===== src/rtl/fetch_prefetch_buffer.sv =====
// Instruction prefetch buffer: one outstanding fetch, DEPTH-entry FIFO.
// Optional stall counter enabled by defining FETCH_PERF_CNT_EN.
module fetch_prefetch_buffer #(
   parameter logic [31:0] RESET_PC = 32'h0000_0000,
   parameter int          DEPTH    = 2
) (
   input  logic        clk,
   input  logic        rst,
   output logic        mem_req,
   output logic [31:0] mem_addr,
   input  logic        mem_gnt,
   input  logic        mem_rvalid,
   input  logic [31:0] mem_rdata,
   input  logic        redirect,
   input  logic [31:0] redirect_pc,
   output logic        out_valid,
   input  logic        out_ready,
   output logic [31:0] out_instr,
   output logic [31:0] out_pc,
`ifdef FETCH_PERF_CNT_EN
   output logic [31:0] stall_cnt,
`endif
   output logic [31:0] out_pcplus4
);

   localparam int AW = $clog2(DEPTH);
   localparam int CW = AW + 1;
   localparam logic [CW-1:0] FULL = CW'(DEPTH);

   typedef enum logic [1:0] {
      REQ  = 2'd0,
      WAIT = 2'd1,
      DROP = 2'd2
   } state_t;

   state_t        state;
   logic [31:0]   fetch_pc;
   logic [31:0]   req_pc;
   logic [31:0]   target_pc;

   logic [31:0]   fifo_instr [DEPTH];
   logic [31:0]   fifo_pc    [DEPTH];
   logic [AW-1:0] rd_ptr;
   logic [AW-1:0] wr_ptr;
   logic [CW-1:0] count;

   logic          gnt_fire;
   logic          push;
   logic          pop;

   // Request is only raised when a slot is guaranteed for the response.
   assign mem_req   = rst && (state == REQ) && (count != FULL);
   assign mem_addr  = fetch_pc;
   assign gnt_fire  = mem_req && mem_gnt;
   assign push      = (state == WAIT) && mem_rvalid && !redirect;
   assign pop       = out_valid && out_ready;
   assign target_pc = redirect_pc & 32'hFFFF_FFFC;

   assign out_valid   = (count != '0);
   assign out_instr   = fifo_instr[rd_ptr];
   assign out_pc      = fifo_pc[rd_ptr];
   assign out_pcplus4 = out_pc + 32'd4;

   // Fetch FSM: tracks the single outstanding request and stale responses.
   always_ff @(posedge clk or negedge rst) begin
      if (!rst) begin
         state    <= REQ;
         fetch_pc <= RESET_PC;
         req_pc   <= RESET_PC;
      end else begin
         if (redirect) begin
            fetch_pc <= target_pc;
         end else if (gnt_fire) begin
            fetch_pc <= fetch_pc + 32'd4;
         end
         if (gnt_fire) begin
            req_pc <= fetch_pc;
         end
         unique case (state)
            REQ: begin
               if (gnt_fire) begin
                  state <= redirect ? DROP : WAIT;
               end
            end
            WAIT: begin
               if (mem_rvalid) begin
                  state <= REQ;
               end else if (redirect) begin
                  state <= DROP;
               end
            end
            DROP: begin
               if (mem_rvalid) begin
                  state <= REQ;
               end
            end
            default: state <= REQ;
         endcase
      end
   end

   // FIFO pointers and occupancy; redirect flushes everything left.
   always_ff @(posedge clk or negedge rst) begin
      if (!rst) begin
         rd_ptr <= '0;
         wr_ptr <= '0;
         count  <= '0;
      end else if (redirect) begin
         rd_ptr <= '0;
         wr_ptr <= '0;
         count  <= '0;
      end else begin
         if (push) begin
            wr_ptr <= wr_ptr + AW'(1);
         end
         if (pop) begin
            rd_ptr <= rd_ptr + AW'(1);
         end
         if (push && !pop) begin
            count <= count + CW'(1);
         end else if (pop && !push) begin
            count <= count - CW'(1);
         end
      end
   end

   // FIFO storage written with the returned word and its fetch address.
   always_ff @(posedge clk) begin
      if (push) begin
         fifo_instr[wr_ptr] <= mem_rdata;
         fifo_pc[wr_ptr]    <= req_pc;
      end
   end

`ifdef FETCH_PERF_CNT_EN
   // Saturating count of cycles in which decode has nothing to take.
   always_ff @(posedge clk or negedge rst) begin
      if (!rst) begin
         stall_cnt <= '0;
      end else if (!out_valid && (stall_cnt != 32'hFFFF_FFFF)) begin
         stall_cnt <= stall_cnt + 32'd1;
      end
   end
`endif

endmodule


===== config.mk =====
export PLATFORM = sky130hd
export DESIGN_NAME = fetch_prefetch_buffer
export DESIGN_NICKNAME = d
export VERILOG_FILES = /design/src/rtl/fetch_prefetch_buffer.sv
export SDC_FILE = /design/constraint.sdc
export NUM_CORES = 1
export LEC_CHECK = 0
export BUFFER_PORTS_ARGS = -buffer_cell sky130_fd_sc_hd__buf_2
export CELL_PAD_IN_SITES_DETAIL_PLACEMENT = 1
export CELL_PAD_IN_SITES_GLOBAL_PLACEMENT = 1
export CORE_UTILIZATION = 45
export CTS_BUF_LIST = sky130_fd_sc_hd__clkbuf_2
export CTS_CLUSTER_DIAMETER = 50
export DETAILED_ROUTE_END_ITERATION = 6
export PLACE_DENSITY = 0.93
export SLEW_MARGIN = 20
export SYNTH_ARGS = -nofsm -noshare
export SYNTH_HDL_FRONTEND = slang
export SYNTH_SLANG_ARGS = --single-unit

===== constraint.sdc =====
create_clock -name clk -period 18.89 [get_ports clk]
set_clock_uncertainty 0.2 [all_clocks]
set_input_delay 0.9445 -clock clk [delete_from_list [all_inputs] [get_ports clk]]
set_output_delay 0.9445 -clock clk [all_outputs]
set_load 0.05 [all_outputs]

# [Word level (Yosys, flattened, before mapping)]
# Memory sizes are Yosys's and may differ from the RTL's.
# Cells that the tools add are included.
[totals] reg_bits=70 latch_bits=0 mem_bits_rw=128 romBits=0 out_inout_bits=130 memories=2
[classes] n_addsub=6 n_mul=0 n_div=0 n_lt_le_gt_ge=0 n_eq_ne=6 shifts=0 mux=17 bitwise_logic=0 n_reduce_logical=18
[mem_list] name="fifo_instr" words=2 width=32 rd=1 rd_clocked_by_memory_dff=0 wr=1 line="41" rtl="logic [31:0] fifo_instr [DEPTH];"
[mem_list] name="fifo_pc" words=2 width=32 rd=1 rd_clocked_by_memory_dff=0 wr=1 line="42" rtl="logic [31:0] fifo_pc [DEPTH];"
[ops] cell="adder 32 x 3 -> 32 bit (second input constant)" n=2
[ops] cell="2-to-1 mux 32 bit" n=2
[ops] cell="2-to-1 mux 2 bit" n=8
[ops] cell="logical AND 1 bit" n=8
[ops] cell="nonzero test 2 bit" n=4
[ops] cell="2-to-1 mux 1 bit" n=6
[ops] cell="inequality test 2 bit (second input constant)" n=3
[ops] cell="one-hot mux 2 bit (3 select lines)" n=1
[ops] cell="zero test 1 bit" n=3
[ops] cell="inequality test 3 bit (second input constant)" n=1
[ops] cell="AND reduction 3 bit" n=1
[ops] cell="nonzero test 3 bit" n=1
[ops] cell="adder 1 bit (second input constant)" n=2
[ops] cell="adder 2 x 1 -> 2 bit (second input constant)" n=1
[ops] cell="equality test 2 x 1 -> 1 bit (second input constant)" n=1
[ops] cell="equality test 2 bit (second input constant)" n=1
[ops] cell="zero test 2 bit" n=1
[ops] cell="subtractor 2 x 1 -> 2 bit (second input constant)" n=1

# [Logic depth before layout (Yosys ltp)]
[depth] word_depth=8 mapped_depth=12

# [Worst setup path after synthesis]
# Ideal clock, no wire load.
[synth_path] kind="input -> register" from="input port redirect" to="memory fifo_instr[1][0], enable pin" arrival_time_ps=5889 slack_ps=12230 cell_stages=3 path_buffers=2 cell_sequence="clkbuf_1 clkbuf_1 nor3b_1"
[synth_via] elab_chain_len=4
[synth_lines] item="from (decl)" line="14" rtl="input logic redirect,"
[synth_lines] item="zero test 1 bit" line="55" rtl="assign push = (state == WAIT) && mem_rvalid && !redirect;"
[synth_lines] item="logical AND 1 bit" line="55"
[synth_lines] item="2-to-1 mux 1 bit" line="129" rtl="if (push) begin"
[synth_lines] item="2-to-1 mux 1 bit (implied by the code)" line="130" rtl="fifo_instr[wr_ptr] <= mem_rdata;"
[synth_lines] item="to (decl)" line="41"
# Every way passes these cells.

# [Worst setup path in the final report]
[layout_path] from="register rd_ptr" to="output port out_pcplus4[31]"
[layout_via] elab_chain_len=2
[layout_lines] item="from (decl)" line="43" rtl="logic [AW-1:0] rd_ptr;"
[layout_lines] item="from (signal assigned)" line="117" rtl="rd_ptr <= rd_ptr + AW'(1);"
[layout_lines] item="memory read (2 x 32 bit)"
[layout_lines] item="adder 32 x 3 -> 32 bit" line="62" rtl="assign out_pcplus4 = out_pc + 32'd4;"
[layout_lines] item="to (decl)" line="23" rtl="output logic [31:0] out_pcplus4"
# Every way passes these cells.

==> summary.txt <==
Run status
  • Status: finished with violations
  • Failing checks: DRC

Synth
  • Share of Yosys cell area claimed by the top area cell type: 44.6%
  • Syn. warnings: 0
  • Netlist cell types: 44
  • EDFF count, synth: approximately 120
  • Commonest cells post-synth: edfxtp_1 (124), mux2_2 (83), dfrtp_1 (66)
  • Ys async rst share: 34.7%
  • Cell taking the most area after synthesis: edfxtp_1
  • Synth area leaders: edfxtp_1 (45%), dfrtp_1 (20%), mux2_2 (11%), xor2_1 (3.3%), nand2_1 (2.4%)
  • Ys flop type: edfxtp_1
  • Register area share after synthesis: 64.4%
  • Synth Register Bits: 190
  • Synth Instances: 611
  • Avg Inst Size Synth: 13.7 µm²
  • Netlist Area Pre-Place: 0.00834 mm²
  • Most frequent cell after synthesis: edfxtp_1

Detailed routing
  • DRC viols: 32
  • Violation count after the first detailed-route iteration: 255
  • Via count: between 5k and 6k
  • Number of nets with antenna violations after routing: 0
  • Via/cell ratio: 5.33
  • First drt pass iteration count: 7
  • Final WL: 19.8 mm
  • Routed len/inst: 18.9 µm

Layout
  • # fillers: ~1.9k
  • Layout cell share with drive strength beyond 1: between 30% and 40%
  • Final Cell Area: about 0.01 mm²
  • Fin util: 54.4%
  • NumNets Final: 876
  • Area Overhead vs Synth: 17.9%
  • Post-Layout Cell Count: 1,047

CTS
  • Clk sinks: 190
  • Clk_lat worst skew: 0.73 ns
  • Total CTS buffers: 17
  • Root Driver: clkbuf_2
  • Clk buf depth: 2
  • H-tree depth reported by CTS: 4
  • Setup Buffers After CTS: 0
  • TritonCTS clock tree: done
  • CTS clk-pin slew, worst paths: ~0.28 ns

Setup path
  • Number of buffers and inverters on the critical path: 2
  • Critical R2R Launch: count[1]$_DFFE_PN0P_
  • CP Max Fanout: 63
  • CP Data Required Time: 17.75 ns
  • Max stage delay on crit path: 0.97 ns
  • WP depth: 7
  • CP Class: flip-flop to primary output
  • CP top delay family: compound AO/OA/AOI/OAI gates
  • Reg2Reg Setup Slack: 16.40 ns
  • CP Launch Point: rd_ptr$_DFFE_PN0P_
  • CP cell instances: buf_4 -> nand4_1 -> a222oi_1 -> nand3_2 -> nor4_1 -> xor2_1 -> buf_2
  • Worst path arrival time: 4.45 ns
  • Worst R2R End: mem_addr[31]$_DFFE_PN0P_
  • CP max stage cell: a222oi_1
  • CP Capture Type: primary output
  • Crit path launch type: flip-flop
  • R2r worst-path depth: 6
  • End point of the critical path: out_pcplus4[31]

Die
  • Starting density of the core: 46.1%
  • Total I/O pin count: 200
  • DIE AREA: 0.0191 mm²
  • Std-Cell Core Area: approximately 0.018 mm²
  • FP Rows: 49
  • Overall die width: 138 µm
  • Die height: 138 µm

GRT
  • Total grt overflow: 0
  • Largest net degree at the start of global routing: 64
  • Vias in the first global route: 5,941
  • Initial antenna violation count: 1
  • GRT Util Overall: 21.5%
  • First-pass GRT wire length: 31.7 mm

Pwr
  • Leakage power: 3.85 nW
  • Peak supply drop: 0.0000449 V
  • P per Cell Area: between 80 and 90 mW/mm²
  • Total power: 855 µW

Timing
  • Final Cycle Share: between 20 and 30%
  • Least-Margin Pin Slew: around 1.0 ns
  • RSZ-0062 raised after global routing: false
  • TNS Setup: 0 ns
  • Final Hold Fails: 0
  • Setup Viol. Count Final: 0
  • Final worst-path setup slack: ~13 ns
  • F_max: 0.179 GHz
  • Final Max Tran Viols: 0
  • Min Tclk post-route: about 5.6 ns
  • Hold WS: 0.165 ns
  • Rel. slew slack: approximately 30%

Place
  • Port Buffers: 191
  • DP Wirelength: 14.2 mm
  • Dpl ws: 14.02 ns
  • # placed instances: a little over 1k
  • Dpl cell area: about 0.0095 mm²
  • RePlAce Congestion: 0.764

Min path
  • Min-delay worst type: input port to flip-flop

Run
  • Max Cap Violations: 0
how the worst min path moves through the flow:
stage,start,to,slack (ns),cells after the start
finish,mem_rdata[1],fifo_instr[0][1]$_DFFE_PP_,0.17,1
floorplan,req_pc[10]$_DFFE_PN0P_,fifo_pc[0][10]$_DFFE_PP_,0.24,0
detailed placement,req_pc[25]$_DFFE_PN0P_,fifo_pc[0][25]$_DFFE_PP_,0.26,0
global route,mem_rdata[1],fifo_instr[0][1]$_DFFE_PP_,0.05,1
CTS,mem_rdata[1],fifo_instr[0][1]$_DFFE_PP_,0.07,1
global placement,req_pc[4]$_DFFE_PN0P_,fifo_pc[0][4]$_DFFE_PP_,0.25,0
kinds of logic after synthesis:
logic type	count (synthesis)	share of synthesized area (%)
flip-flops	190	64.4
AND/OR/NAND/NOR	169	10.9
multiplexers	93	12.4
AO/OA/AOI/OAI	58	3.91
XOR/XNOR	53	5.56
buffers and inverters	45	2.46
adder cells (fa/ha/maj)	2	0.300
other	1	0.0449
metal layers:
metal / track usage (%) / routed length [µm] / vias to the layer above / share of wire [%]
met5: 0 / 0 / - / 0
met4: 9.17 / 456 / 0 / 2.3
met3: 4.36 / 870 / 32 / 4.4
met2: 36.6 / 9970 / 148 / 50
met1: 26.7 / 8500 / 2782 / 43
li1: - / - / 2623 / -
report_power, final:
group | internal (mW) | leakage [nW] | switching, mW
Sequential | 0.481 | 1.93 | 0.0327
Clock | 0.0882 | 0.166 | 0.136
Combinational | 0.0395 | 1.75 | 0.0767
cells in the final DEF (no fill, tap or decap), drive strengths merged, types with 7 or more instances in the layout:
cell type  netlist  final
nand3           23     23
xor2            31     31
xnor2           22     22
nand2           54     54
mux2i           10     10
mux2            83     83
nor3             7      7
nand4           30     30
edfxtp         124    124
inv             14     17
clkbuf          15     18
o21ai           36     36
nor2            16     16
dfrtp           66     66
clkinv           0      7
a21oi            9      9
buf             16    199
area by class of cell:
class | count | area [µm²] | area share (%)
Antenna cell | 1 | 2.50 | 0.0254
Clock buffer | 18 | 90.1 | 0.916
Clock inverter | 14 | 189 | 1.92
Inverter | 14 | 52.6 | 0.534
Multi-Input combinational cell | 381 | 2810 | 28.6
Sequential cell | 190 | 5380 | 54.7
Tap cell | 229 | 287 | 2.91
Timing Repair Buffer | 200 | 1030 | 10.4
sequential cells by signal, summed over array words and instances, names as in the netlist:
signal and flops:
count 2, mem_addr 30, wr_ptr 1, fifo_instr 64, rd_ptr 1, fifo_pc 60
req_pc 30, state 2
worst reg2reg max path, stage by stage, from the launching register on:
cell	delay, ns
dfrtp_1	0.48
nor2b_1	0.22
nor4b_4	0.26
buf_4	0.51
nand3_1	0.25
or3_1	0.39
a31oi_1	0.16
repair_timing:
action | in CTS | in global routing
resized for setup | 0 | 0
hold endpoints to repair | 12 | 0
hold buffers | 1 | 0
Note: power is estimated with default switching activity, not from simulation.
